===== src/rtl/fifo_wr_arbiter.sv =====
// fifo_wr_arbiter: round-robin arbiter sharing one synchronous FIFO write
// port among NUM_REQ producers. A grant locks the port to one producer for at
// most MAX_BURST words so bursts stay contiguous in the FIFO, and the
// round-robin pointer guarantees no producer can starve another.
//
// Handshake (both sides): a word moves in a cycle exactly when the producer
// holds req_valid_i[i] high and req_ready_o[i] is high in that same cycle;
// that same cycle fifo_wr_en_o is high with the word on fifo_data_in_o.
// Producers keep valid and data stable until they see ready.
module fifo_wr_arbiter #(
    parameter int NUM_REQ    = 4,
    parameter int DATA_WIDTH = 8,
    parameter int MAX_BURST  = 4,
    localparam int IDW       = (NUM_REQ > 1) ? $clog2(NUM_REQ) : 1,
    localparam int CNTW      = $clog2(MAX_BURST + 1)
) (
    input  logic                          clk_i,
    input  logic                          rst_i,
    input  logic [NUM_REQ-1:0]            req_valid_i,
    input  logic [NUM_REQ*DATA_WIDTH-1:0] req_data_i,
    output logic [NUM_REQ-1:0]            req_ready_o,
    input  logic                          fifo_full_i,
    output logic                          fifo_wr_en_o,
    output logic [DATA_WIDTH-1:0]         fifo_data_in_o,
    output logic                          grant_valid_o,
    output logic [IDW-1:0]                grant_id_o,
    output logic                          dbg_state_o
);

    typedef enum logic {
        ST_IDLE  = 1'b0,
        ST_GRANT = 1'b1
    } state_e;

    state_e          state_q, state_d;
    logic [IDW-1:0]  owner_q, owner_d;
    logic [IDW-1:0]  rr_ptr_q, rr_ptr_d;
    logic [CNTW-1:0] burst_cnt_q, burst_cnt_d;
    logic            grant_valid_q;
    logic [IDW-1:0]  grant_id_q;

    logic                  xfer;
    logic                  pick_found;
    logic [IDW-1:0]        pick_idx;
    logic [IDW:0]          cand;
    logic [IDW-1:0]        owner_next;
    logic [DATA_WIDTH-1:0] owner_word;

    // Select the current owner's word from the flattened producer bus.
    always_comb begin
        owner_word = req_data_i[int'(owner_q)*DATA_WIDTH +: DATA_WIDTH];
    end

    // Round-robin pick: first valid index scanning rr_ptr, rr_ptr+1, ... with wrap.
    always_comb begin
        pick_found = 1'b0;
        pick_idx   = '0;
        cand       = '0;
        for (int i = 0; i < NUM_REQ; i++) begin
            cand = {1'b0, rr_ptr_q} + (IDW+1)'(i);
            if (cand >= (IDW+1)'(NUM_REQ)) begin
                cand = cand - (IDW+1)'(NUM_REQ);
            end
            if (!pick_found && req_valid_i[cand[IDW-1:0]]) begin
                pick_found = 1'b1;
                pick_idx   = cand[IDW-1:0];
            end
        end
    end

    // Pointer value handed to the next arbitration when the owner releases.
    always_comb begin
        owner_next = (owner_q == IDW'(NUM_REQ - 1)) ? '0 : owner_q + IDW'(1);
    end

    // FSM next state and write-port outputs; reset forces all outputs low.
    always_comb begin
        state_d        = state_q;
        owner_d        = owner_q;
        rr_ptr_d       = rr_ptr_q;
        burst_cnt_d    = burst_cnt_q;
        xfer           = 1'b0;
        req_ready_o    = '0;
        fifo_wr_en_o   = 1'b0;
        fifo_data_in_o = '0;
        unique case (state_q)
            ST_IDLE: begin
                if (pick_found) begin
                    state_d     = ST_GRANT;
                    owner_d     = pick_idx;
                    burst_cnt_d = '0;
                end
            end
            ST_GRANT: begin
                fifo_data_in_o       = owner_word;
                xfer                 = req_valid_i[owner_q] && !fifo_full_i;
                fifo_wr_en_o         = xfer;
                req_ready_o[owner_q] = xfer;
                if (xfer) begin
                    burst_cnt_d = burst_cnt_q + CNTW'(1);
                    // Last word of the burst is written in the releasing cycle.
                    if (burst_cnt_q == CNTW'(MAX_BURST - 1)) begin
                        state_d  = ST_IDLE;
                        rr_ptr_d = owner_next;
                    end
                end else if (!req_valid_i[owner_q]) begin
                    // Owner has nothing more to send; a full stall does not release.
                    state_d  = ST_IDLE;
                    rr_ptr_d = owner_next;
                end
            end
            default: begin
                state_d = ST_IDLE;
            end
        endcase
        if (rst_i) begin
            req_ready_o    = '0;
            fifo_wr_en_o   = 1'b0;
            fifo_data_in_o = '0;
        end
    end

    // State registers; grant status lags the FSM by one cycle.
    always_ff @(posedge clk_i) begin
        if (rst_i) begin
            state_q       <= ST_IDLE;
            owner_q       <= '0;
            rr_ptr_q      <= '0;
            burst_cnt_q   <= '0;
            grant_valid_q <= 1'b0;
            grant_id_q    <= '0;
        end else begin
            state_q       <= state_d;
            owner_q       <= owner_d;
            rr_ptr_q      <= rr_ptr_d;
            burst_cnt_q   <= burst_cnt_d;
            grant_valid_q <= (state_q == ST_GRANT);
            if (state_q == ST_GRANT) begin
                grant_id_q <= owner_q;
            end
        end
    end

    assign grant_valid_o = grant_valid_q & ~rst_i;
    assign grant_id_o    = rst_i ? '0 : grant_id_q;
    assign dbg_state_o   = state_q;

endmodule


===== config.mk =====
export PLATFORM = sky130hd
export DESIGN_NAME = fifo_wr_arbiter
export DESIGN_NICKNAME = d
export VERILOG_FILES = /design/src/rtl/fifo_wr_arbiter.sv
export SDC_FILE = /design/constraint.sdc
export NUM_CORES = 1
export LEC_CHECK = 0
export ABC_CLOCK_PERIOD_IN_PS = 2000
export CORE_MARGIN = 2
export CORE_UTILIZATION = 40
export CTS_BUF_LIST = sky130_fd_sc_hd__clkbuf_8
export DETAILED_ROUTE_END_ITERATION = 8
export PLACE_DENSITY_LB_ADDON = 0.2
export SETUP_SLACK_MARGIN = 0.5
export SLEW_MARGIN = 0
export SYNTH_ARGS = -nofsm -noshare
export SYNTH_HDL_FRONTEND = slang
export SYNTH_SLANG_ARGS = --single-unit

===== constraint.sdc =====
create_clock -name clk_i -period 2 [get_ports clk_i]
set_clock_uncertainty 0.05 [all_clocks]
set_input_delay 0.4 -clock clk_i [delete_from_list [all_inputs] [get_ports clk_i]]
set_output_delay 0.4 -clock clk_i [all_outputs]
set_load 0.02 [all_outputs]

==> results of run 1 <==
[synthesized netlist by cell type, drive strengths merged]
cell type	number
a21oi	5
a221oi	1
and2	4
buf	4
clkbuf	2
dfxtp	11
ha	6
inv	7
mux2i	6
mux4	9
nand2b	3
nand3b	3
nand4	1
nor2	5
nor2b	15
nor3	2
nor3b	1
nor4	1
o211ai	2
o21a	2
o21ai	3
o311a	1
o31ai	1
or2	2
or3	2
[repair_timing]
item                                    4_1_cts  5_1_grt
pin swaps                                     1        0
endpoints found under the setup margin       25       23
buffers inserted                              7        0
cloned                                        1        0
resized for setup                           124       20
[power by group]
group	leakage [nW]	internal [mW]	total [mW]	switching, mW
clock network	0.0269	0.134	0.212	0.0773
registers	0.0905	0.233	0.244	0.0107
logic	0.728	0.228	0.378	0.150
total	0.846	0.595	0.834	0.239
[registers in the layout, summed over array words and instances (netlist names)]
| name | count |
|---|---|
| rr_ptr_q | 2 |
| owner_q | 2 |
| dbg_state_o | 1 |
| grant_valid_q | 1 |
| grant_id_q | 2 |
| burst_cnt_q | 3 |
[cells by family after synthesis]
logic type | after synthesis | share of synthesized area, %
AOI/OAI and AO/OA | 15 | 11.8
adders and majority gates | 6 | 7.35
buffers and inverters | 13 | 6.86
DFF | 11 | 21.6
muxes | 15 | 26.1
and+or+nand+nor | 39 | 26.3
[path summary, 6_finish.rpt]
check / start / to / depth (start not counted)
max: owner_q[0] / req_ready_o[0] / 5
min: grant_id_q[1] / grant_id_q[1] / 2
min reg2reg: grant_id_q[1] / grant_id_q[1] / 2
max reg2reg: burst_cnt_q[0] / rr_ptr_q[0] / 6
[layout make-up]
cell class	count	area, µm²
multi-input combinational	75	815
timing repair buffer	80	744
sequential	11	224
fill	155	558
inverter	7	31.3
clock buffer	3	41.3
clock inverter	1	3.75
tap	30	37.5
[through the flow]
| stage | setup slack [ns] | power, mW |
|---|---|---|
| finish | -0.0802 | 0.834 |
| global route | -0.130 | 0.886 |
| CTS | -0.0820 | 0.812 |
| detailed placement | -0.647 | 0.586 |
| global placement | -0.608 | 0.578 |
| floorplan | 0.240 | 0.422 |
[metal layers]
layer  up-vias  global-route usage [%]  part of all wire, %
met5         -                       0                    0
met4         0                    8.75                  1.7
met3         6                    4.64                   12
met2        52                    39.8                   51
met1       497                    22.9                   36
li1        510                       -                    -
[critical path, delay by kind of cell, from the launching register on]
family	cells	cell delay (ns)
buf+inv	2	0.22
flops	1	0.36
mux	1	0.49
simple gates	2	0.33
==> results_dict.tcl, run 1 <==
set metrics [dict create \
    outcome "finished, violations left" \
    violations "negative setup slack" \
    yosysUniqueCellTypes 35 \
    ys_warn_count 0 \
    crit_arrival_ns 1.63 \
    p_leak_nw 0.846 \
    tritoncts "done" \
    ys_ff_latch 11 \
    track_usage_pct 21.3 \
    syn_nets 144 \
    setup-tns-final_ns -0.606 \
    cts.path.max_buffers 2 \
    antenna_found_initial 0 \
    ys_seq_area_share_pct 21.6 \
    routedWlPerCell_um 14.9 \
    initialDrtViolationCount 15 \
    cpMostUsedCell "buf_6" \
    final_cell_mix "dlygate4sd2_1, buf_4, buf_6" \
    cts_buffers 3 \
    setup_slack_ns -0.0802 \
    drive_gt1_share_pct 45.2 \
    wirelength_um 3080 \
    hold_viol 0 \
    synth_cells 99 \
    place_hpwl_um 2300 \
    maxCapViolCount 0 \
    peakVddDrop_v 0.000489 \
    hold_buffers 0 \
    max_stage_delay_ns 0.49 \
    worstPathMaxFanout 5 \
    timing.hold.ws_ns 0.447 \
    timing.fmax_ghz 0.481 \
    place_area_um2 1730 \
    clk_pin_slew_ns 0.05 \
    io_pins 56 \
    via_per_inst 5.14 \
    cts.sinks 11 \
    port_buffers 55 \
    yosysTopAreaCell "dfxtp_1" \
    instances_no_fill 207 \
    ctsHtreeMaxLevel 1 \
    clk-insertion-delay-late_ns 0.23 \
    synth_area_um2 1020 \
    worst_ep_required_time_ns 1.55 \
    critPathSlowestCell "mux4_2" \
    relSlewSlack_pct 82.4 \
    final_area_um2 1900 \
    utilization_pct 77.3 \
    syn_avg_cell_area_um2 10.3 \
    fp.dieH_um 54.5 \
    cts_root_buf "clkbuf_8" \
    setup_viol 13 \
    worstHoldPathType "register to register" \
    period_share_pct 104 \
    place_inst 195 \
    ys_top_cells_by_area "dfxtp_1, mux4_2, nor2b_1" \
    final_antenna_net_count 0 \
    synth_top_cell_area_share_pct 21.6 \
    worstMarginPinSlew_ns 0.264 \
    grt_pass1_vias 1023 \
    rows 18 \
    grt_overflow 0 \
    start_util_pct 41.6 \
    end_kind "output port" \
    drt_pre_antenna_iters 4 \
    rsz0062_at_grt "true" \
    die_w_um 54.5 \
    diodes 0 \
    rrSetupSlack_ns 0.36 \
    final_common_cell "dlygate4sd2_1" \
    gp_congestion 0.785 \
    cp-start-kind "register" \
    criticalPathCategory "register to output port" \
    grt_first_pass_wirelength_um 4540 \
    finalMaxSlewViolations 0 \
    dieArea_um2 2970 \
    grt_max_degree 13 \
    crit_chain "buf_6 -> mux4_2 -> nor3b_4 -> and2_4 -> buf_6" \
    vias 1065 \
    period_needed_ns 2.08 \
    area_growth_pct 85.8 \
    coreArea_um2 2450 \
    finalNetCount 223 \
    drcViolationCount 0 \
    power.density_nw_per_um2 440 \
]
Power figures use the tool's default switching activity.
==> run 2: changes to the inputs <==
--- a/config.mk
+++ b/config.mk
@@ -7,8 +7,8 @@
 export LEC_CHECK = 0
 export ABC_CLOCK_PERIOD_IN_PS = 2000
 export CORE_MARGIN = 2
-export CORE_UTILIZATION = 40
-export CTS_BUF_LIST = sky130_fd_sc_hd__clkbuf_8
+export CORE_UTILIZATION = 39
+export CTS_CLUSTER_SIZE = 20
 export DETAILED_ROUTE_END_ITERATION = 8
 export PLACE_DENSITY_LB_ADDON = 0.2
 export SETUP_SLACK_MARGIN = 0.5
==> run 2 against run 1 <==
  * The flow still finishes with violations (negative setup slack)
  * Cell area shrank 1.5%
  * Clock-buffer cell count grew 1
  * Worst hold slack lost 0.010 ns
  * Critical path type unchanged
  * Routed wire length shrank 0.13%
  * Power shrank 7.5%
  * Register-to-register slack lost 0.14 ns
  * Clock power shrank 32%
==> results_dict.tcl, run 2 (same netlist as run 1, synthesis figures left out) <==
set metrics [dict create \
    place_inst 192 \
    clk_pin_slew_ns 0.06 \
    worstPathMaxFanout 5 \
    routedWlPerCell_um 14.8 \
    violations "negative setup slack" \
    end_kind "output port" \
    worstMarginPinSlew_ns 0.278 \
    largest-register "burst_cnt_q" \
    fp.dieH_um 55.2 \
    peakVddDrop_v 0.000635 \
    antenna_found_initial 0 \
    grt_pass1_vias 913 \
    vias 1063 \
    hold_buffers 0 \
    final_common_cell "clkdlybuf4s50_1" \
    instances_no_fill 208 \
    port_buffers 55 \
    cts_buffers 3 \
    dieArea_um2 3040 \
    finalMaxSlewViolations 0 \
    drt_pre_antenna_iters 4 \
    final_cell_mix "clkdlybuf4s50_1, buf_4, buf_6" \
    rows 18 \
    ctsHtreeMaxLevel 1 \
    crit_arrival_ns 1.60 \
    largest_reg_flops 3 \
    clk-insertion-delay-late_ns 0.26 \
    period_share_pct 103 \
    coreArea_um2 2480 \
    start_util_pct 41.2 \
    p_clk_share_pct 18.8 \
    drive_gt1_share_pct 46.1 \
    grt_first_pass_wirelength_um 4060 \
    place_hpwl_um 2260 \
    grt_max_degree 16 \
    power.switching_mw 0.227 \
    final_antenna_net_count 0 \
    track_usage_pct 18.7 \
    area_growth_pct 83.0 \
    crit_chain "mux4_2 -> nor3b_4 -> and2_4 -> buf_6" \
    final_area_um2 1870 \
    period_needed_ns 2.05 \
    cts_root_buf "clkbuf_4" \
    cts.path.max_buffers 2 \
    via_per_inst 5.11 \
    cts.sinks 11 \
    grt_overflow 0 \
    setup_viol 4 \
    cp-start-kind "register" \
    max_stage_delay_ns 0.51 \
    die_w_um 55.2 \
    r2r_cells 7 \
    finalNetCount 224 \
    power.density_nw_per_um2 413 \
    criticalPathCategory "register to output port" \
    wirelength_um 3070 \
    tritoncts "done" \
    io_pins 56 \
    hold_viol 0 \
    utilization_pct 75.4 \
    sequentialPowerShare_pct 31.8 \
    gp_congestion 0.730 \
    fillCellCount 169 \
    critPathSlowestCell "mux4_2" \
    p_sw_share_pct 29.4 \
    internal-power_mw 0.545 \
    p_leak_nw 0.792 \
    timing.fmax_ghz 0.487 \
    outcome "finished, violations left" \
    initialDrtViolationCount 28 \
    maxCapViolCount 0 \
    setup-tns-final_ns -0.207 \
    worst_ep_required_time_ns 1.55 \
    worstHoldPathType "register to register" \
    place_area_um2 1710 \
    hold_path_depth 2 \
    rsz0062_at_grt "true" \
    p_comb_share_pct 49.4 \
    relSlewSlack_pct 81.3 \
    drcViolationCount 0 \
    setup_slack_ns -0.0534 \
    diodes 0 \
]
[run 2: per-stage QoR]
step / total power, mW / hold WS (ns) / worst slack, ns
floorplan: 0.422 / 0.402 / 0.240
detailed placement: 0.581 / 0.435 / -0.611
global placement: 0.573 / 0.416 / -0.584
global route: 0.814 / 0.458 / -0.112
finish: 0.772 / 0.437 / -0.0534
CTS: 0.737 / 0.452 / -0.0673
[run 2: routing by layer]
metal	global-route usage, %	vias to the layer above	wire length [µm]
li1	-	515	-
met1	21.7	504	1190
met2	34.7	38	1650
met3	4.84	6	217
met4	3.25	0	22
met5	0	-	0
[run 2: timing repair]
item,in CTS,in global routing
gates resized for setup,83,29
setup buffers,4,8
setup endpoints to repair,25,22
pin swaps,1,4
hold endpoints to repair,0,0
cloned,0,0
[run 2: area by class of cell]
type / count / area, µm² / area share (%)
clock buffers: 4 / 26.3 / 1.41
inverters: 7 / 31.3 / 1.67
multi-input cells: 75 / 803 / 43.0
flip-flops and latches: 11 / 224 / 12.0
well taps: 30 / 37.5 / 2.01
repair buffers: 81 / 746 / 39.9
[run 2: power by group through the flow]
stage / clock network, mW / registers (mW) / logic, mW
after floorplan: 0 / 0.249 / 0.174
after global placement: 0 / 0.248 / 0.325
after detailed placement: 0 / 0.248 / 0.333
after CTS: 0.151 / 0.243 / 0.343
after global routing: 0.159 / 0.247 / 0.408
final: 0.145 / 0.245 / 0.381
[run 2: final timing paths]
| kind | start | endpoint | slack (ns) |
|---|---|---|---|
| worst max register to register | owner_q[0] | burst_cnt_q[1] | 0.22 |
| worst min-delay path | burst_cnt_q[2] | burst_cnt_q[2] | 0.44 |
| worst min register to register | burst_cnt_q[2] | burst_cnt_q[2] | 0.44 |
| worst max-delay path | owner_q[0] | req_ready_o[1] | -0.05 |
[run 2: critical path: cells and delay by family, from the launching register on]
kind | cells | cell delay, ns
muxes | 1 | 0.51
DFF | 1 | 0.39
and+or+nand+nor | 2 | 0.32
buffers and inverters | 1 | 0.12
==> run 3: changes to the inputs <==
--- a/config.mk
+++ b/config.mk
@@ -6,6 +6,7 @@
 export NUM_CORES = 1
 export LEC_CHECK = 0
 export ABC_CLOCK_PERIOD_IN_PS = 2000
+export CAP_MARGIN = 20
 export CORE_MARGIN = 2
 export CORE_UTILIZATION = 39
 export CTS_CLUSTER_SIZE = 20
==> results of run 3 <==
The final DEF is identical to that of run 2; final timing and power are the same.
